<file path="src/rtl/fft_spi_frame_scheduler_pkg.sv">
// Shared definitions for the FFT-to-SPI frame scheduler: default geometry and FSM encoding.
package fft_spi_frame_scheduler_pkg;

  localparam int DEF_N = 8;
  localparam int DEF_W = 16;

  typedef enum logic [2:0] {
    ST_IDLE = 3'd0,
    ST_LOAD = 3'd1,
    ST_ARM  = 3'd2,
    ST_SEND = 3'd3,
    ST_GAP  = 3'd4
  } sched_state_t;

  // Zero-length waits make no sense in hardware; clamp them to one cycle.
  function automatic int at_least_one(input int v);
    return (v < 1) ? 1 : v;
  endfunction

endpackage

</file>
<file path="src/rtl/fft_frame_buffer.sv">
// One-deep pending frame store between the FFT stage and the scheduler FSM.
module fft_frame_buffer #(
  parameter int DW = 128
) (
  input  logic          clk,
  input  logic          rst,
  input  logic          wr,
  input  logic [DW-1:0] din,
  input  logic          rd,
  output logic [DW-1:0] dout,
  output logic          valid,
  output logic          ovf
);

  // A write is accepted when the slot is empty or is being drained this cycle.
  logic accept;
  assign accept = wr && (!valid || rd);
  assign ovf    = wr && valid && !rd;

  always_ff @(posedge clk or posedge rst) begin
    if (rst) begin
      dout  <= '0;
      valid <= 1'b0;
    end else begin
      if (accept) begin
        dout  <= din;
        valid <= 1'b1;
      end else if (rd) begin
        valid <= 1'b0;
      end
    end
  end

endmodule

</file>
<file path="src/rtl/fft_spi_frame_scheduler.sv">
// Buffers FFT frames, launches them into fft_spi_out, follows cs and enforces the inter-frame gap.
module fft_spi_frame_scheduler
  import fft_spi_frame_scheduler_pkg::*;
#(
  parameter int N           = DEF_N,
  parameter int W           = DEF_W,
  parameter int GAP_CYCLES  = 64,
  parameter int ACK_TIMEOUT = 32
) (
  input  logic           clk,
  input  logic           rst,
  input  logic           fft_valid,
  input  logic [N*W-1:0] fft_data,
  input  logic           spi_cs,
  input  logic           clr_flags,
  output logic [N*W-1:0] data_bus,
  output logic           start_spi,
  output logic           busy,
  output logic [15:0]    frame_cnt,
  output logic           overrun,
  output logic           timeout
);

  localparam int GAP_LIM = at_least_one(GAP_CYCLES);
  localparam int ACK_LIM = at_least_one(ACK_TIMEOUT);
  localparam int CNT_MAX = (GAP_LIM > ACK_LIM) ? GAP_LIM : ACK_LIM;
  localparam int CNT_W   = $clog2(CNT_MAX + 1);

  sched_state_t     state;
  logic [CNT_W-1:0] ack_cnt;
  logic [CNT_W-1:0] gap_cnt;
  logic             spi_cs_q;
  logic [N*W-1:0]   pend_data;
  logic             pend_v;
  logic             buf_rd;
  logic             buf_ovf;

  assign buf_rd = (state == ST_IDLE) && pend_v;

  fft_frame_buffer #(
    .DW(N*W)
  ) u_buf (
    .clk  (clk),
    .rst  (rst),
    .wr   (fft_valid),
    .din  (fft_data),
    .rd   (buf_rd),
    .dout (pend_data),
    .valid(pend_v),
    .ovf  (buf_ovf)
  );

  always_ff @(posedge clk or posedge rst) begin
    if (rst) begin
      overrun <= 1'b0;
    end else if (buf_ovf) begin
      overrun <= 1'b1;
    end else if (clr_flags) begin
      overrun <= 1'b0;
    end
  end

  always_ff @(posedge clk or posedge rst) begin
    if (rst) begin
      state     <= ST_IDLE;
      data_bus  <= '0;
      start_spi <= 1'b0;
      busy      <= 1'b0;
      frame_cnt <= 16'd0;
      timeout   <= 1'b0;
      ack_cnt   <= '0;
      gap_cnt   <= '0;
      spi_cs_q  <= 1'b1;
    end else begin
      spi_cs_q  <= spi_cs;
      start_spi <= 1'b0;
      // A timeout raised below in the same cycle overrides this clear.
      if (clr_flags) begin
        timeout <= 1'b0;
      end
      case (state)
        ST_IDLE: begin
          if (pend_v) begin
            data_bus <= pend_data;
            busy     <= 1'b1;
            state    <= ST_LOAD;
          end
        end
        ST_LOAD: begin
          start_spi <= 1'b1;
          ack_cnt   <= '0;
          state     <= ST_ARM;
        end
        ST_ARM: begin
          if (!spi_cs) begin
            state <= ST_SEND;
          end else if (ack_cnt == CNT_W'(ACK_LIM - 1)) begin
            timeout <= 1'b1;
            gap_cnt <= '0;
            state   <= ST_GAP;
          end else begin
            ack_cnt <= ack_cnt + 1'b1;
          end
        end
        ST_SEND: begin
          if (!spi_cs_q && spi_cs) begin
            frame_cnt <= frame_cnt + 16'd1;
            gap_cnt   <= '0;
            state     <= ST_GAP;
          end
        end
        ST_GAP: begin
          if (gap_cnt == CNT_W'(GAP_LIM - 1)) begin
            busy  <= 1'b0;
            state <= ST_IDLE;
          end else begin
            gap_cnt <= gap_cnt + 1'b1;
          end
        end
        default: begin
          busy  <= 1'b0;
          state <= ST_IDLE;
        end
      endcase
    end
  end

endmodule

</file>
<file path="config.mk">
export PLATFORM = sky130hd
export DESIGN_NAME = fft_spi_frame_scheduler
export DESIGN_NICKNAME = d
export VERILOG_FILES = /design/src/rtl/fft_spi_frame_scheduler_pkg.sv /design/src/rtl/fft_frame_buffer.sv /design/src/rtl/fft_spi_frame_scheduler.sv
export SDC_FILE = /design/constraint.sdc
export NUM_CORES = 1
export LEC_CHECK = 0
export ABC_AREA = 0
export BUFFER_PORTS_ARGS = -buffer_cell sky130_fd_sc_hd__buf_2
export CORE_MARGIN = 2
export CORE_UTILIZATION = 25
export CTS_BUF_LIST = sky130_fd_sc_hd__clkbuf_8
export DETAILED_ROUTE_END_ITERATION = 10
export GPL_ROUTABILITY_DRIVEN = 0
export PLACE_DENSITY = 0.47
export SKIP_CTS_REPAIR_TIMING = 1
export SYNTH_ARGS = -nofsm -noshare
export SYNTH_HDL_FRONTEND = slang
export SYNTH_SLANG_ARGS = --single-unit
export TNS_END_PERCENT = 5
</file>
<file path="constraint.sdc">
create_clock -name clk -period 26.1 [get_ports clk]
set_input_delay 1.305 -clock clk [delete_from_list [all_inputs] [get_ports clk]]
set_output_delay 1.305 -clock clk [all_outputs]
set_load 0.01 [all_outputs]
</file>
## Word-level counts from Yosys, hierarchy flattened

Cells that the tools add are included.

- Add/sub/neg operators: 3
- Equality and inequality tests: 14
- Multiplexer cells: 26
- Bitwise logic cells: 1
- Reductions and logical operators: 21

Operators by type and width:

| cell | count |
|---|---|
| $mux W7 | 6 |
| $pmux W7 S3 | 1 |
| $add A16 B1 Y16 const B | 1 |
| $mux W3 | 5 |
| $pmux W3 S5 | 1 |
| $add A7 B1 Y7 const B | 2 |
| $pmux W7 S2 | 1 |
| $ne A2 B2 Y1 const B | 6 |
| $mux W1 | 11 |
| $eq A7 B5 Y1 const B | 1 |
| $eq A7 B6 Y1 const B | 1 |
| $eq A3 B2 Y1 const B | 2 |
| $reduce_and A3 Y1 | 2 |
| $reduce_bool A2 Y1 | 3 |
| $logic_and A1 B1 Y1 | 5 |
| $reduce_and A5 Y1 | 1 |
| $reduce_and A2 Y1 | 2 |
| $reduce_and A4 Y1 | 1 |
| $eq A3 B1 Y1 const B | 1 |
| $eq A3 B3 Y1 const B | 1 |
| $logic_not A1 Y1 | 3 |
| $logic_not A3 Y1 | 1 |
| $ne A3 B3 Y1 const B | 1 |
| $pmux W1 S3 | 1 |
| 5 further kinds | 5 |

- Bits in registers: 295
- Input bits: 133
- Output and inout bits: 148
- Logic and storage cells: 77

## Depth between registers and ports, before layout

- Word-level depth: 5
- Mapped depth: 7

## Modules after synthesis

Synthesis repeated with hierarchy kept, for this count alone.

- Cell total of the unflattened synthesis: 721
- Area, all modules: 11,848.9 µm²

Modules (own cells, without submodules):

| module | times used | cells each | area each (µm²) | seq. area each (µm²) |
|---|---|---|---|---|
| fft_spi_frame_scheduler | 1 | 444 | 6,600.1 | 4,155.2 |
| fft_frame_buffer | 1 | 277 | 5,248.8 | 3,228.1 |

## Worst setup path after synthesis

OpenSTA, ideal clock, no wires.

- Kind: input-to-reg
- From: input port spi_cs
- To: register gap_cnt[2]
- Arrival: 2.203 ns
- Required time: 25.976 ns
- Setup slack: 23.773 ns
- Stages on the path: 5
- Buffers on the path: 1
- Path through: and3b_2 > buf_2 > nand3b_1 > and3_4 > a211o_1

- Cells in the longest elaborated chain, start to end: 3
- Elaborated cells on any way between the ends: 4
- Those cells by class: eq/ne (2); reduce/logical (2)

RTL lines:

| what | RTL line | RTL |
|---|---|---|
| from (decl) | fft_spi_frame_scheduler.sv:14 | `input logic spi_cs,` |
| $logic_and A1 B1 Y1 | fft_spi_frame_scheduler.sv:106 | `if (!spi_cs_q && spi_cs) begin` |
| $ne A2 B2 Y1 (no source line) | -- |  |
| $reduce_and A5 Y1 (no source line) (*) | -- |  |
| to (signal assigned) | fft_spi_frame_scheduler.sv:117 | `gap_cnt <= gap_cnt + 1'b1;` |
| to (decl) | fft_spi_frame_scheduler.sv:31 | `logic [CNT_W-1:0] gap_cnt;` |

Every way passes the cells marked *; elsewhere a longest branch is shown, timed or not.
A chain may end at the register's enable or synchronous reset.

==> metrics.md <==
| Metric | Value |
|---|---|
| Num CTS Buffers | 53 |
| Finished Layout Cells | 1664 |
| Wire length of the first global-routing pass | 40.9 mm |
| Internal cell power | 1.25 mW |
| Crit-path cells | buf_2, inv_8, buf_4, buf_4 |
| Post-place setup slack | 22.19 ns |
| PwrDens | 124 nW/um^2 |
| Sequential share of power | 0.433 |
| CP max-delay cell | buf_4 |
| Fin nets | 1159 |
| Mapped Avg Cell Area | 16.0 um^2 |
| Worst slew pin tran | 1.03 ns |
| Cell mode on critical path | buf_4 |
| Worst-Skew Late Latency | 0.60 ns |
| Row cnt | 78 |
| Lkg Pwr | 6.82 nW |
| Clock power share | 0.250 |
| Final Cell Area | 14500 um^2 |
| Synth cell types | 50 |
| Tmin final | 3.10 ns |
| Met2 routed WL | 12.3 mm |
| Seq/Total Area, Yosys | 0.647 |
| Top Ports | 281 |
| Synth Instances | 715 |
| Synth top area share | 0.645 |
| H-tree depth | 2 |
| CTS tree | done |
| Layout area overhead | 26.8% |
| Status | finished, final reports clean |
| Synth Warn # | 0 |
| Asr flop ratio synth | 1.00 |
| WL final | 25.9 mm |
| Fin util | 0.320 |
| Switching share of power | 0.304 |
| Initial antenna violation count | 3 |
| Max stage delay on crit path | 0.85 ns |
| # fillers | 4526 |
| Met3 WL post-DR | 2.05 mm |
| Reg clk slew, reported paths | 0.06 ns |
| CTS Sinks | 295 |
| Total grt overflow | 0 |
| Max_slew headroom | 0.314 |
| Hold Path Class | reg -> reg |
| Final WS setup | 23.00 ns |
| M1 WL | 10.8 mm |
| Layout cells sized above 1 | 0.598 |
| Peak VDD IR | 0.0000534 V |
| R2r setup slk | 23.18 ns |
| Drt wl/cell | 15.5 um |
| Setup tns final | 0 ns |
| # port buffers | 280 |
| Logic gate share of total power | 0.317 |
| Initial Utilization | 0.253 |
| Post-synth net total | 851 |
| Seq cells post-synth | 295 |
| Critical Path AT | 3.71 ns |
| Post-DRT Antenna Nets | 0 |
| GRT Resource Usage Total | 0.110 |
| Largest net degree at the start of global routing | 90 |
| Clock root buffer | clkbuf_8 |
| Die ar. | 47400 um^2 |
| Number of flops mapped to enable cells by yosys | 0 |
| Max-cap viol count | 0 |
| Crit start category | input port |
| Die Ht | 218 um |
| Post-synth top area cell | dfrtp_1 |
| Top cells by area, synth | dfrtp_1 (64%), mux2_2 (25%), buf_6 (1.4%) |
| Vias in the first global route | 7390 |
| Via count | 6864 |
| Crit. End Element | async pin |
| Max Fclk | 0.322 GHz |
| Std-Cell Core Area | 45200 um^2 |
| Highest metal used | met5 |
| Dpl cells | 1568 |
| Pre-Repair DR Iteration Count | 4 |
| Final setup violation count | 0 |
| Max Buffers Root-to-Sink | 3 |
| Max Slew Vio Count | 0 |
| Commonest register cell after synthesis | dfrtp_1 |
| Dpl hpwl | 16.9 mm |
| Drt first-iter violations | 229 |
| Worst Path Max Fanout | 89 |
| Cell Area, Placed | 13300 um^2 |
| Via density per instance | 4.13 |
| Crit Path Category | in -> async |
| Residual DRC | 0 |
| Die X | 218 um |
| Worst endpoint required time | 26.70 ns |
| Switch Pwr | 0.545 mW |
| Synthesized cell area | 11400 um^2 |
| Final period util | 0.119 |
| Hold Vio Cnt, Final | 0 |
| RSZ-0062 raised after global routing | false |
| Clk_skew | 0.0108 ns |
## registers in the layout, indices dropped and copies added (netlist names)
signal       count
timeout          1
busy             1
start_spi        1
overrun          1
frame_cnt       16
gap_cnt          7
u_buf.dout     128
spi_cs_q         1
ack_cnt          7
data_bus       128
u_buf.valid      1
state            3
## power by group through the flow
stage	Combinational, mW	Sequential [mW]	Clock [mW]
6_report	0.569	0.778	0.448
2_1_floorplan	0.358	0.817	0
4_1_cts	0.586	0.780	0.474
3_3_place_gp	0.575	0.778	0
5_1_grt	0.621	0.808	0.497
3_5_place_dp	0.585	0.787	0
## stage by stage
step / hold slack, ns / total power [mW]
floorplan: 0.457 / 1.18
global placement: 0.454 / 1.35
detailed placement: 0.469 / 1.37
CTS: 0.480 / 1.84
global route: 0.508 / 1.93
finish: 0.470 / 1.80
## routing by layer
layer  GRT usage  vias up
li1            -     3157
met1       0.134     3461
met2       0.175      188
met3      0.0423       54
met4      0.0411        4
met5           0        -
## layout by cell type, fill, tap and decap left out, drive strengths merged, types with 2 or more instances in the layout
| cell | n |
|---|---|
| a211o | 2 |
| a21oi | 8 |
| a22o | 4 |
| a31oi | 3 |
| and3 | 6 |
| and3b | 2 |
| buf | 287 |
| clkbuf | 74 |
| clkinv | 2 |
| dfrtp | 294 |
| diode | 2 |
| ha | 3 |
| inv | 26 |
| mux2 | 257 |
| nand2 | 16 |
| nand2b | 3 |
| nand3 | 8 |
| nand4 | 5 |
| nor2 | 11 |
| nor3 | 2 |
| nor3b | 5 |
| o211ai | 2 |
| o21ai | 3 |
| or3 | 2 |
| xnor2 | 9 |
| xor2 | 8 |
## critical path, delay by kind of cell
kind	cells	cell delay, ns
buf+inv	4	2.27
## synth_stat cells (2+ instances only)
master	instances
dfrtp_1	294
mux2_2	257
nand2_1	16
buf_6	14
buf_4	12
nor2_1	11
inv_1	10
xnor2_1	9
nand3_1	8
xor2_1	8
a21oi_1	7
buf_2	6
and3_1	5
nand4_1	5
nor3b_1	5
a22o_1	3
a31oi_1	3
ha_1	3
nand2b_1	3
o21ai_0	3
a211o_1	2
nor3_1	2
o211ai_1	2
## final timing paths
kind | start | end | cells after the start
worst min-delay path | frame_cnt[15]$_DFFE_PP0P_ | frame_cnt[15]$_DFFE_PP0P_ | 1
min in group asynchronous | rst | u_buf.dout[108]$_DFFE_PP0P_ | 2
max in group clk | state[1]$_DFFE_PP0P_ | data_bus[63]$_DFFE_PP0P_ | 5
worst max register to register | state[1]$_DFFE_PP0P_ | data_bus[63]$_DFFE_PP0P_ | 5
worst max-delay path | rst | u_buf.dout[1]$_DFFE_PP0P_ | 4
worst min register to register | frame_cnt[15]$_DFFE_PP0P_ | frame_cnt[15]$_DFFE_PP0P_ | 1
## logic make-up (layout without fill, tap and decap cells)
family,count (synthesis),count (layout),synth area share
DFF,295,295,0.647
muxes,258,258,0.254
and+or+nand+nor,69,69,0.0340
buffers and inverters,44,391,0.0292
AOI/OAI and AO/OA,29,29,0.0190
xor gates and xnor gates,17,17,0.0130
adders and majority gates,3,3,0.00329
other,0,2,0
## cell type report
class / count / area, um^2 / share of cell area
diodes: 2 / 5.00 / 0.000346
flip-flops and latches: 295 / 7380 / 0.510
repair buffers: 287 / 1450 / 0.100
clock inverters: 20 / 108 / 0.00743
well taps: 600 / 751 / 0.0519
inverters: 10 / 45.0 / 0.00311
multi-input cells: 376 / 3710 / 0.256
clock buffers: 74 / 1020 / 0.0704
No activity file was read; power rests on OpenSTA's default activity.
